## src/rtl/inst_fetch_queue_pkg.sv

```systemverilog
// Shared fetch-side types: instruction word, word address and the
// {inst, pc} entry held in the prefetch queue and used by decode tracing.
package inst_fetch_queue_pkg;

    localparam int ADDR_W = 32;
    localparam int INST_W = 32;

    typedef logic [ADDR_W-1:0] address_t;
    typedef logic [INST_W-1:0] inst_t;

    typedef struct packed {
        inst_t    inst;
        address_t pc;
    } fetch_entry_t;

    function automatic address_t addr_inc(input address_t a);
        return a + address_t'(1);
    endfunction

endpackage

```

## src/rtl/inst_fetch_queue_fifo.sv

```systemverilog
// fetch_fifo: synchronous FIFO of fetch entries with flush.
// Ports: clk, reset, flush, push/push_entry, pop, head (oldest entry), count.
module fetch_fifo
    import inst_fetch_queue_pkg::*;
#(
    parameter int DEPTH = 2
) (
    input  logic                   clk,
    input  logic                   reset,
    input  logic                   flush,
    input  logic                   push,
    input  fetch_entry_t           push_entry,
    input  logic                   pop,
    output fetch_entry_t           head,
    output logic [$clog2(DEPTH):0] count
);

    localparam int PW = $clog2(DEPTH);

    fetch_entry_t   mem [DEPTH];
    logic [PW-1:0]  rd_ptr;
    logic [PW-1:0]  wr_ptr;

    // Storage needs no reset; head is only meaningful while count != 0.
    always_ff @(posedge clk) begin
        if (push) begin
            mem[wr_ptr] <= push_entry;
        end
    end

    always_ff @(posedge clk) begin
        if (reset || flush) begin
            rd_ptr <= '0;
            wr_ptr <= '0;
            count  <= '0;
        end else begin
            if (push) begin
                wr_ptr <= wr_ptr + PW'(1);
            end
            if (pop) begin
                rd_ptr <= rd_ptr + PW'(1);
            end
            case ({push, pop})
                2'b10:   count <= count + (PW+1)'(1);
                2'b01:   count <= count - (PW+1)'(1);
                default: count <= count;
            endcase
        end
    end

    assign head = mem[rd_ptr];

endmodule

```

## src/rtl/inst_fetch_queue.sv

```systemverilog
// Instruction fetch front end: owns fetch_pc, issues word fetches, buffers
// responses in a prefetch queue and presents inst/pc/npc with valid/ready.
// Ports: clk, reset, imem_en/imem_addr/imem_data, redirect/redirect_pc,
// decode_ready, valid, inst, pc, npc.
module inst_fetch_queue
    import inst_fetch_queue_pkg::*;
#(
    parameter int       QUEUE_DEPTH = 2,
    parameter address_t RESET_PC    = '0
) (
    input  logic     clk,
    input  logic     reset,
    output logic     imem_en,
    output address_t imem_addr,
    input  inst_t    imem_data,
    input  logic     redirect,
    input  address_t redirect_pc,
    input  logic     decode_ready,
    output logic     valid,
    output inst_t    inst,
    output address_t pc,
    output address_t npc
);

    localparam int CW = $clog2(QUEUE_DEPTH) + 1;

    address_t     fetch_pc;
    address_t     issued_pc;
    logic         inflight;
    logic         kill;
    logic         pop;
    logic         push;
    logic [CW-1:0] count;
    logic [CW:0]  pending;
    fetch_entry_t head;
    fetch_entry_t resp;

    assign valid = (count != '0);
    assign pop   = valid & decode_ready & ~redirect;
    assign push  = inflight & ~kill;

    // Slots that will be taken after this edge; a fetch issues only if
    // its response is guaranteed a free queue entry.
    assign pending = {1'b0, count}
                   + {{CW{1'b0}}, inflight}
                   - {{CW{1'b0}}, pop};

    assign imem_en   = ~reset & ~redirect
                     & (pending < (CW+1)'(QUEUE_DEPTH));
    assign imem_addr = fetch_pc;

    always_ff @(posedge clk) begin
        if (reset) begin
            fetch_pc  <= RESET_PC;
            issued_pc <= '0;
            inflight  <= 1'b0;
            kill      <= 1'b0;
        end else begin
            inflight <= imem_en;
            kill     <= redirect & inflight;
            if (imem_en) begin
                issued_pc <= fetch_pc;
            end
            if (redirect) begin
                fetch_pc <= redirect_pc;
            end else if (imem_en) begin
                fetch_pc <= addr_inc(fetch_pc);
            end
        end
    end

    assign resp.inst = imem_data;
    assign resp.pc   = issued_pc;

    fetch_fifo #(
        .DEPTH (QUEUE_DEPTH)
    ) u_fifo (
        .clk        (clk),
        .reset      (reset),
        .flush      (redirect),
        .push       (push),
        .push_entry (resp),
        .pop        (pop),
        .head       (head),
        .count      (count)
    );

    // Outputs read as zero whenever the queue is empty.
    assign inst = valid ? head.inst : '0;
    assign pc   = valid ? head.pc : '0;
    assign npc  = valid ? addr_inc(head.pc) : '0;

endmodule

```

## config.mk

```make
export PLATFORM = sky130hd
export DESIGN_NAME = inst_fetch_queue
export DESIGN_NICKNAME = d
export VERILOG_FILES = /design/src/rtl/inst_fetch_queue_pkg.sv /design/src/rtl/inst_fetch_queue_fifo.sv /design/src/rtl/inst_fetch_queue.sv
export SDC_FILE = /design/constraint.sdc
export NUM_CORES = 1
export LEC_CHECK = 0
export CELL_PAD_IN_SITES_DETAIL_PLACEMENT = 1
export CELL_PAD_IN_SITES_GLOBAL_PLACEMENT = 1
export CORE_MARGIN = 2
export CORE_UTILIZATION = 40
export CTS_BUF_LIST = sky130_fd_sc_hd__clkbuf_8
export DETAILED_ROUTE_END_ITERATION = 8
export PLACE_DENSITY = 0.78
export SYNTH_ARGS = -nofsm -noshare
export SYNTH_HDL_FRONTEND = slang
export SYNTH_SLANG_ARGS = --single-unit
```

## constraint.sdc

```tcl
create_clock -name clk -period 11.4 [get_ports clk]
set_input_delay 1.71 -clock clk [delete_from_list [all_inputs] [get_ports clk]]
set_output_delay 1.71 -clock clk [all_outputs]
set_load 0.02 [all_outputs]
```

Yosys cells after proc, flatten, opt, wreduce, memory -nomap -nowiden
Memory sizes are Yosys's and may differ from the RTL's. A register that Yosys moved wholly into a read port is not among the register bits.
Index checks and enable logic that the tools add are counted.
Operators by class
  bitwise gates (word level): 9
  add/subtract/negate cells: 8
  shift operators: 0
  multiply operators: 0
  reduce and logical (&&, ||, !) cells: 4
  div/mod/pow operators: 0
  muxes and demuxes: 10
  $lt $le $gt $ge: 1
  equality and inequality tests: 2
Operators by type and width (count)
  two-way mux 32 bit: 5
  adder 32 x 1 -> 32 bit (second input constant): 2
  bitwise AND 1 bit: 6
  nonzero test 2 bit: 3
  two-way mux 1 bit: 4
  case mux 2 bit (2 select lines): 1
  adder 2 x 1 -> 3 bit: 1
  less-than comparator 3 x 2 -> 1 bit (second input constant): 1
  NOT 1 bit: 3
  subtractor 3 x 1 -> 3 bit: 1
  adder 1 bit (second input constant): 2
  adder 2 x 1 -> 2 bit (second input constant): 1
  == test 2 x 1 -> 1 bit (second input constant): 1
  == test 2 bit (second input constant): 1
  subtractor 2 x 1 -> 2 bit (second input constant): 1
  logical OR 1 bit: 1
Word-level totals
  output and inout port bits: 130
  register bits: 70
  memories: 1
  bits in writable memories: 128
  bits in read-only memories: 0
  bits in latches: 0
Memories
  u_fifo.mem: words 2, width 64, read ports 1, clocked after Yosys merged registers in 1, wr ports 1, RTL line inst_fetch_queue_fifo.sv:20  | fetch_entry_t mem [DEPTH];

Depth between registers and ports, before layout
  depth in word-level cells: 8
  gate-level depth with buffers: 14
  depth with buffers taken out: 13

By module
From an unflattened synthesis, not the netlist that was laid out.
Second synthesis, totals
  cells, all modules: 817
  area total of the unflattened synthesis: 9043.7 µm²
Modules (own cells, without submodules)
  fetch_fifo: seq. area each 3943.8 µm², times used 1, area each 4799.6 µm², cells an instance 219
  inst_fetch_queue: seq. area each 1321.3 µm², times used 1, area each 4244.1 µm², cells an instance 598

Least setup slack after synthesis
Ideal clock, no wire load.
  path type: in2out
  from: input redirect
  to: output imem_en
  arrival time: 4428 ps
  slack: 5262 ps
  stages: 11
  required time: 9690 ps
  buffers on the path: 4
  cells stage by stage: clkbuf_1 -> clkbuf_1 -> nor2_1 -> ha_1 -> nand2b_1 -> fa_1 -> xnor2_1 -> nand3_1 -> clkinv_1 -> clkbuf_1 -> buf_1
On the way
  cells in the longest elaborated chain, start to end: 5
  elaborated cells on any way between the ends: 6
  classes of those cells: add/sub (1); order compare (1); bitwise (4)
Ends and longest elaborated chain
  from (decl): RTL line inst_fetch_queue.sv:16  | input logic redirect,
  NOT 1 bit: RTL line inst_fetch_queue.sv:39  | assign pop = valid & decode_ready & ~redirect;
  bitwise AND 1 bit: RTL line inst_fetch_queue.sv:39
  net pop: RTL line inst_fetch_queue.sv:31  | logic pop;
  subtractor 3 x 1 -> 3 bit: RTL line inst_fetch_queue.sv:46  | - {{CW{1'b0}}, pop};
  less-than comparator 3 x 2 -> 1 bit: RTL line inst_fetch_queue.sv:49  | & (pending < (CW+1)'(QUEUE_DEPTH));
  bitwise AND 1 bit: RTL line inst_fetch_queue.sv:49
  to (decl): RTL line inst_fetch_queue.sv:13  | output logic imem_en,
The timed path passes the listed nets, and every way through them passes these cells.

Final worst setup path
Same ends and word-level chain as after synthesis.

==> results.py <==
metrics = {
    "run_status": {
        "status": "finished clean",
    },
    "yosys": {
        "syn_nets": 940,
        "synth_ff_type": "edfxtp_1",
        "ys.warnings.count": 0,
        "synth_seq_cells": 199,
        "synthesis.area_um2": 9150,
        "synthCells": 867,
        "synth.avg_cell_area_um2": 10.6,
        "ys_seq_area_share_pct": 57.5,
        "synth_enable_flop_cells": 128,
        "async_flop_share_pct": 0,
        "synth_cell_type_count": 58,
    },
    "power": {
        "p_clk_share_pct": 29.5,
        "p_leak_nw": 3.68,
        "seqPwrFrac_pct": 57.4,
        "switching_power_mw": 0.389,
        "sw_frac_of_total_pct": 27.3,
        "p_comb_share_pct": 13.0,
        "internal-power_mw": 1.04,
        "peakVddDrop_mv": 0.0646,
        "p_per_area_nw_per_um2": 122,
    },
    "sta": {
        "slew_headroom_pct": 41.1,
        "tns_ps": 0,
        "whs_ps": 463,
        "min_period_ps": 6800,
        "worst_pin_slew_ps": 884,
        "layout_setup_ws_ps": 4600,
        "rsz0062_at_grt": "no",
        "fin_skew_ps": 14.0,
        "post-route-period-util_pct": 59.7,
        "clock.fmax_ghz": 0.147,
        "finalHoldViolations": 0,
        "setup_viol": 0,
        "maxSlewViolCount": 0,
    },
    "grt": {
        "antenna_found_initial": 0,
        "grt_overflow": 0,
        "grt_pass1_wl_mm": 40.6,
        "grt_usage_pct": 21.1,
        "grt_pass1_vias": 7358,
        "grt_start_max_net_pins": 82,
    },
    "floorplan": {
        "die_area_um2": 24100,
        "die_height_um": 155,
        "row_count": 55,
        "initial_core_util_pct": 40.5,
        "die_w_um": 155,
        "io_pins": 198,
        "core_area_um2": 22600,
    },
    "detailed_routing": {
        "num_vias": 7416,
        "drc": 0,
        "drt-total-wl_mm": 25.5,
        "drt-pass1-iter-count": 5,
        "wl_per_cell_um": 19.0,
        "postRouteAntennaNets": 0,
        "via_per_inst": 5.53,
        "drt-initial-drc-count": 465,
    },
    "clock_network": {
        "cts.hold.buffers_added": 0,
        "clkTransAtPathRegs_ps": 100,
        "cts_buffer_depth": 2,
        "htreeDepth": 4,
        "tritoncts": "yes",
        "clk_latency_ps": 470,
        "cts_root_buf": "clkbuf_8",
        "cts_buffers": 17,
        "clkSinkCount": 199,
        "cts_setup_buffers": 0,
        "ctsResizeCount": 0,
    },
    "worst_hold_path": {
        "min_path_cells": 0,
        "min_path_type": "reg2reg",
    },
    "cells_and_area": {
        "drive_gt1_share_pct": 5.97,
        "stdcell_count": 1341,
        "area_delta_synth_final_pct": 28.1,
        "final_common_cell": "clkdlybuf4s50_1",
        "diodes": 0,
        "fin_nets": 1116,
        "stdcell_area_um2": 11700,
        "layout_common_cells": "clkdlybuf4s50_1, edfxtp_1, nand2_1",
    },
    "placed_design": {
        "place_area_um2": 11400,
        "placedCellCount": 1309,
        "portBuffers": 197,
        "dp_hpwl_mm": 17.7,
        "place.gp.congestion": 0.828,
        "preCtsSetupSlack_ps": 4610,
    },
    "setup_path": {
        "cp.required_ps": 9690,
        "crit_fanout": 44,
        "critPathCaptureType": "output pin",
        "critPathKind": "in2out",
        "r2r_cells": 14,
        "arrival_ps": 5090,
        "crit_path_start_kind": "input port",
    },
    "run": {
        "maxCapViolations": 0,
    },
}
## registers in the layout, indices dropped and copies added (netlist names), named ones only
register and cells:
u_fifo.mem 128, imem_addr 32, issued_pc 32, u_fifo.count 2, inflight 1, kill 1
u_fifo.rd_ptr 1, u_fifo.wr_ptr 1
## routing by layer
layer | share of wire (%) | global-route usage [%]
met5 | 0 | 0
met4 | 1.1 | 5.46
met3 | 5.6 | 3.98
met2 | 45 | 32.9
met1 | 49 | 30.6
## per-stage QoR
stage                     util (%)  power (mW)
after floorplan                  -       0.927
after global placement        50.3        1.02
after detailed placement      50.3        1.02
after CTS                     52.0        1.44
after global routing          52.0        1.49
final                         52.0        1.43
## cell families after synthesis
family	after synthesis	synth area share, %
AOI/OAI and AO/OA	160	10.7
xor gates and xnor gates	20	1.91
adders and majority gates	5	0.766
buffers and inverters	57	2.69
DFF	199	57.5
muxes	70	7.82
and+or+nand+nor	356	18.6
## power by group through the flow
stage | logic (mW) | clock network (mW) | registers [mW]
after floorplan | 0.0924 | 0 | 0.835
after global placement | 0.183 | 0 | 0.835
after detailed placement | 0.186 | 0 | 0.836
after CTS | 0.187 | 0.436 | 0.820
after global routing | 0.201 | 0.464 | 0.824
final | 0.186 | 0.422 | 0.820
## critical path, stage by stage
cell and delay [ps]:
clkdlybuf4s50_1 450, buf_4 390, nor2_1 140, ha_1 310, nand2b_1 160, fa_1 390
xnor2_1 270, nand3_2 130, clkinv_1 60, buf_4 380, clkdlybuf4s50_1 700
## synthesized netlist by cell type (18+ instances only)
master	number	share of area, %
clkbuf_1	29	1.2
mux2i_1	58	6.3
nand4_1	19	1.3
edfxtp_1	128	42
nand2_1	126	5.2
o21ai_0	25	1.4
nand3_1	21	1.1
nor2_1	96	3.9
a21oi_1	70	3.8
dfxtp_1	71	16
nor3_1	18	0.98
## final timing paths
path                        start  slack (ps)               end
setup / recovery         redirect        4600           imem_en
hold / removal       issued_pc[2]         460  u_fifo.mem[0][2]
setup reg to reg  u_fifo.count[1]        6610     imem_addr[23]
hold reg to reg      issued_pc[2]         460  u_fifo.mem[0][2]
## final cells by class
cell class / instances / area (um^2)
fill: 2472 / 10800
sequential: 199 / 5270
multi-input combinational: 611 / 3670
timing repair buffer: 207 / 2040
tap: 285 / 357
clock buffer: 18 / 248
clock inverter: 14 / 116
inverter: 7 / 26.3
(Power assumes the default switching activity.)
